### config.mk
export PLATFORM = sky130hd
export DESIGN_NAME = mem_burst_scheduler
export DESIGN_NICKNAME = d
export VERILOG_FILES = /design/src/rtl/mem_burst_scheduler.sv
export SDC_FILE = /design/constraint.sdc
export NUM_CORES = 1
export LEC_CHECK = 0
export CORE_AREA = 2 2 131 133
export CTS_BUF_LIST = sky130_fd_sc_hd__clkbuf_8 sky130_fd_sc_hd__clkbuf_16
export CTS_CLUSTER_SIZE = 12
export DETAILED_ROUTE_END_ITERATION = 6
export DIE_AREA = 0 0 133 135
export PLACE_DENSITY_LB_ADDON = 0.25
export REMOVE_ABC_BUFFERS = 1
export SLEW_MARGIN = 5
export SYNTH_ARGS = -nofsm -noshare
export SYNTH_HDL_FRONTEND = slang
export SYNTH_SLANG_ARGS = --single-unit
### constraint.sdc
create_clock -name clk -period 2.8 [get_ports clk]
set_input_delay 0.28 -clock clk [delete_from_list [all_inputs] [get_ports clk]]
set_output_delay 0.28 -clock clk [all_outputs]
set_load 0.01 [all_outputs]
### src/rtl/mem_burst_scheduler.sv
// Purpose: round-robin arbiter that lends one single-port RAM to a client for a whole multi-beat burst.
// Latency: first cl_gnt one cycle after selection; cl_rvalid MEM_LATENCY cycles after each read beat.
// Backpressure: the owner holds cl_req per beat; dropping it mid-burst aborts the burst (issued reads still return).
// Ports: cl_req/cl_wr/cl_addr/cl_len/cl_wdata are per-client request slices; cl_gnt one-hot beat accept;
//        cl_rvalid/cl_rdata read return; mem_en/mem_wr/mem_addr/mem_wdata/mem_rdata RAM port; busy = burst active.
module mem_burst_scheduler #(
   parameter int NUM_CLIENTS = 4,
   parameter int ADDR_WIDTH  = 16,
   parameter int DATA_WIDTH  = 32,
   parameter int LEN_WIDTH   = 3,
   parameter int MEM_LATENCY = 1
) (
   input  logic                              clk,
   input  logic                              rst_n,
   input  logic [NUM_CLIENTS-1:0]            cl_req,
   input  logic [NUM_CLIENTS-1:0]            cl_wr,
   input  logic [NUM_CLIENTS*ADDR_WIDTH-1:0] cl_addr,
   input  logic [NUM_CLIENTS*LEN_WIDTH-1:0]  cl_len,
   input  logic [NUM_CLIENTS*DATA_WIDTH-1:0] cl_wdata,
   output logic [NUM_CLIENTS-1:0]            cl_gnt,
   output logic [NUM_CLIENTS-1:0]            cl_rvalid,
   output logic [DATA_WIDTH-1:0]             cl_rdata,
   output logic                              mem_en,
   output logic                              mem_wr,
   output logic [ADDR_WIDTH-1:0]             mem_addr,
   output logic [DATA_WIDTH-1:0]             mem_wdata,
   input  logic [DATA_WIDTH-1:0]             mem_rdata,
   output logic                              busy
);
   localparam int OWN_W = (NUM_CLIENTS > 1) ? $clog2(NUM_CLIENTS) : 1;

   typedef enum logic {IDLE, BURST} state_t;

   state_t                state, state_nxt;
   logic [OWN_W-1:0]      owner, last_owner, sel;
   logic                  sel_vld;
   logic [ADDR_WIDTH-1:0] base;
   logic [LEN_WIDTH-1:0]  len, beat_cnt;
   logic                  wr;
   logic                  beat;
   logic [MEM_LATENCY-1:0] rd_vld;
   logic [OWN_W-1:0]      rd_own [MEM_LATENCY];

   // Round-robin pick: scan from the client after last_owner, so the previous
   // owner is always considered last.
   always_comb begin
      int idx;
      idx     = 0;
      sel     = last_owner;
      sel_vld = 1'b0;
      for (int k = 1; k <= NUM_CLIENTS; k++) begin
         idx = int'(last_owner) + k;
         if (idx >= NUM_CLIENTS) idx = idx - NUM_CLIENTS;
         if (!sel_vld && cl_req[idx[OWN_W-1:0]]) begin
            sel     = idx[OWN_W-1:0];
            sel_vld = 1'b1;
         end
      end
   end

   // Next state and memory-side outputs. A beat is issued only while the owner
   // keeps its request up; a low request in BURST is an abort.
   always_comb begin
      state_nxt = state;
      beat      = 1'b0;
      cl_gnt    = '0;
      mem_en    = 1'b0;
      mem_wr    = 1'b0;
      mem_addr  = '0;
      mem_wdata = '0;
      case (state)
         IDLE: begin
            if (sel_vld) state_nxt = BURST;
         end
         BURST: begin
            if (cl_req[owner]) begin
               beat          = 1'b1;
               mem_en        = 1'b1;
               mem_wr        = wr;
               mem_addr      = base + ADDR_WIDTH'(beat_cnt);
               mem_wdata     = cl_wdata[int'(owner)*DATA_WIDTH +: DATA_WIDTH];
               cl_gnt[owner] = 1'b1;
               if (beat_cnt == len) state_nxt = IDLE;
            end else begin
               state_nxt = IDLE;
            end
         end
         default: state_nxt = IDLE;
      endcase
   end

   assign busy = (state == BURST);

   always_ff @(posedge clk) begin
      if (!rst_n) begin
         state      <= IDLE;
         last_owner <= OWN_W'(NUM_CLIENTS - 1);
         owner      <= '0;
         base       <= '0;
         len        <= '0;
         wr         <= 1'b0;
         beat_cnt   <= '0;
      end else begin
         state <= state_nxt;
         // Burst parameters are captured once here and never re-sampled mid-burst.
         if (state == IDLE && sel_vld) begin
            owner    <= sel;
            base     <= cl_addr[int'(sel)*ADDR_WIDTH +: ADDR_WIDTH];
            len      <= cl_len[int'(sel)*LEN_WIDTH +: LEN_WIDTH];
            wr       <= cl_wr[sel];
            beat_cnt <= '0;
         end
         if (state == BURST) begin
            if (beat && beat_cnt != len) beat_cnt <= beat_cnt + LEN_WIDTH'(1);
            if (state_nxt == IDLE) last_owner <= owner;
         end
      end
   end

   // Read return tracker: one slot per cycle of memory latency, so returns
   // come back in issue order even after ownership has moved on.
   always_ff @(posedge clk) begin
      if (!rst_n) begin
         rd_vld <= '0;
         for (int i = 0; i < MEM_LATENCY; i++) rd_own[i] <= '0;
      end else begin
         rd_vld[0] <= beat && !wr;
         rd_own[0] <= owner;
         for (int i = 1; i < MEM_LATENCY; i++) begin
            rd_vld[i] <= rd_vld[i-1];
            rd_own[i] <= rd_own[i-1];
         end
      end
   end

   always_comb begin
      cl_rvalid = '0;
      cl_rdata  = '0;
      if (rd_vld[MEM_LATENCY-1]) begin
         cl_rvalid[rd_own[MEM_LATENCY-1]] = 1'b1;
         cl_rdata                         = mem_rdata;
      end
   end

endmodule

==> impl_results.md <==
* Result of the run: finished, final reports clean
* Synthesized-area fraction occupied by adder cells at 1.94%
* Die span in x at 133 µm
* Signal arrival time at the worst endpoint at 2.31 ns
* CTS tree: done
* Xor and xnor area share after synthesis at 3.64%
* Combinational family with the most area after synthesis: multiplexers
* H-tree depth at 2
* Relative contribution of the clock network to total power at 21.4%
* CTS Root Buffer Type: sky130_fd_sc_hd__clkbuf_16
* First-pass iteration count of the detailed router at 4
* Grt total ovfl at 0
* Hold Crit Depth at 2
* Core ar. at 16,400 µm²
* Antenna violations before repair at 2
* Cell Count Post-Placement at 920
* Critical Path End Type: primary output
* Fraction of final layout cells sized beyond drive strength 1 at 12.3%
* Vias in the first global route at 4,637
* Final number of setup-violating endpoints at 0
* Global-route wire length before repair at 26.5 mm
* TritonCTS Sinks at 31
* Switching Fraction at 32.9%
* Combinational share of power at 54.7%
* Maxcap violations at 0
* Final-stage net count at 958
* Number of library cell types mapped by synthesis at 46
* Post-layout min period at 2.59 ns
* Pwr dens at 333 nW/µm²
* Maximum clock frequency at 385 MHz
* Vias per inst at 4.68
* Overall die height at 135 µm
* Number of antenna-violating nets in the routed design at 0
* Number of vias after detailed routing at 4,357
* Net switching power at 0.805 mW
* Internal power contribution at 1.64 mW
* Post-synthesis sequential element count at 31
* Share of synthesized area occupied by flip-flops and latches at 17.2%
* Final slew viol count at 0
* Weighted congestion reported at the end of routability-driven placement at 1.01
* Portion of netlist area occupied by mux cells at 30.8%
* Number of CTS-inserted buffers at 5
* Number of hold-slack violations in the final timing report at 0
* Starting DRT DRC Count at 171
* Startpoint types: flop
* Insertion delay of the later-clocked pin in the worst-skew pair at 0.27 ns
* Depth of the worst register-to-register path at 6
* All-Layer GR Usage at 19.0%
* Simple-gate area share of the yosys netlist at 25.5%
* Residual DRC count at 0
* Largest clock skew in the final design at 0.00576 ns
* Post-CTS setup buffers at 0
* Max clock buf depth at 2
* Non-filler instance count after layout at 930
* Number of flops mapped to enable cells by yosys at 0
* Transition time at the pin with the least slew margin at 0.542 ns
* Area post-placement at 7190 µm²
* Lkg Pwr at 2.90 nW
* Clock input transition at the sequential cells of the worst setup and hold paths at 0.05 ns
* Cell Area, Synth at 3610 µm²
* Initial core utilization at 22.0%
* Average wire per cell in the routed design at 18.9 µm
* Die Area at 18,000 µm²
* Required time at the worst-slack endpoint at 2.52 ns
* YS warnings at 0
* Crit Path Class: reg2out
* Per-instance average area after synthesis at 9.53 µm²
* I/O pin count at 337
* Total negative slack for setup checks at 0 ns
* Core utilization of the finished layout at 44.8%
* Dpl hpwl at 14.6 mm
* Power share of the sequential group at 24.0%
* Area Overhead vs Synth at 104%
* Headroom to the max-slew limit at 63.5%
* Cell count after synthesis at 379
* Total number of placement rows at 47
* Maximum fanout encountered on the critical timing path at 6
* Primary FF master, synth: sky130_fd_sc_hd__dfxtp_1
* Fraction of the cycle the final worst path needs at 92.7%
* Maximum number of pins on one net before global-route repair at 37
* Proportion of register bits with asynchronous set or reset after synthesis at 0%
* Worst min-delay path category: reg2reg
* Complex-gate fraction of the synthesized area at 14.6%
* Worst hold-check slack at 0.474 ns
* Worst-case vdd ir drop at 0.196 mV
* IO Port Bufs at 336
* Cell area after layout at 7350 µm²
* Unrepaired setup endpoints after global routing: no
* Routed Wire Length at 17.5 mm
-- registers in the layout (all words and copies together), names as in the netlist --
name and cells:
rd_vld 1, busy 1, base 16, len 3, beat_cnt 3, wr 1
rd_own 2, owner 2, last_owner 2
-- cell usage in the layout, fill, tap and decap left out, drive strengths merged, types with 3 or more instances in the layout --
cell type,synthesis,final
a21o,9,9
a21oi,4,4
and2,36,36
and3,38,38
buf,18,17
clkbuf,14,5
clkdlybuf4s50,0,332
dfxtp,31,31
dlymetal6s2s,0,3
ha,4,4
inv,4,5
mux2i,37,37
mux4,33,33
nand2,37,37
nand2b,3,3
nand3,5,5
nand4,7,7
nor2,21,21
nor2b,4,4
nor3,6,6
nor3b,3,3
nor4,3,3
o211ai,6,6
o21ai,8,8
o221ai,16,16
o31ai,5,5
xnor2,9,9
xor2,6,6
-- logic make-up (layout without fill, tap and decap cells) --
logic type	Yosys count	count (layout)
other	0	2
AOI/OAI and AO/OA	53	53
buffers and inverters	36	365
DFF	31	31
xor gates and xnor gates	15	15
and+or+nand+nor	169	169
adders and majority gates	5	5
muxes	70	70
-- repair_timing --
| action | CTS | global route |
|---|---|---|
| gates cloned | 0 | 0 |
| setup endpoints to repair | 4 | 4 |
| hold buffers | 0 | 0 |
| gates resized for setup | 2 | 6 |
| endpoints found under the hold margin | 0 | 0 |
-- critical path, cell delays in order (launching register included) --
cell and delay, ns:
sky130_fd_sc_hd__dfxtp_2 0.34, sky130_fd_sc_hd__ha_1 0.21, sky130_fd_sc_hd__fa_1 0.40, sky130_fd_sc_hd__a21o_1 0.22
sky130_fd_sc_hd__nand2b_2 0.14, sky130_fd_sc_hd__xor2_1 0.09, sky130_fd_sc_hd__nor2_1 0.09, sky130_fd_sc_hd__clkdlybuf4s50_1 0.54
-- Yosys cell counts, drive strengths merged (7+ instances only) --
cell type | instances | area [µm²]
nand2 | 37 | 139
and3 | 38 | 238
clkbuf | 14 | 52.6
o221ai | 16 | 234
dfxtp | 31 | 621
and2 | 36 | 225
xnor2 | 9 | 78.8
buf | 18 | 161
o21ai | 8 | 40.0
mux4 | 33 | 743
a21o | 9 | 67.6
nor2 | 21 | 78.8
mux2i | 37 | 370
nand4 | 7 | 43.8
-- layout make-up --
type | instances | area [µm²]
Clock buffer | 5 | 125
Antenna cell | 2 | 5.00
Fill cell | 1522 | 9050
Sequential cell | 31 | 626
Tap cell | 220 | 275
Multi-Input combinational cell | 312 | 2770
Inverter | 4 | 15.0
Timing Repair Buffer | 353 | 3520
Clock inverter | 3 | 16.3
-- metrics by stage --
stage,setup WS (ns),total power [mW]
floorplan,-0.788,1.23
global placement,0.247,1.93
detailed placement,0.208,1.95
CTS,0.000245,2.49
global route,0.0621,2.61
finish,0.205,2.45
-- power by group through the flow --
stage	Sequential, mW	Clock (mW)	Combinational (mW)
6_report	0.587	0.523	1.34
5_1_grt	0.601	0.569	1.44
4_1_cts	0.589	0.550	1.36
3_5_place_dp	0.597	0	1.35
3_3_place_gp	0.596	0	1.33
2_1_floorplan	0.629	0	0.601
-- worst paths after layout --
check        slack (ns)     endpoint         from
max                0.21  mem_addr[6]  beat_cnt[0]
max reg2reg        0.85       len[0]         busy
min reg2reg        0.47           wr           wr
min                0.47           wr           wr
-- per-layer routing --
metal  track usage [%]  routed length [µm]
met5                 0                   0
met4              5.91                 473
met3              5.59                1440
met1              21.9                6720
met2              33.9                8910
(Power assumes the default switching activity.)
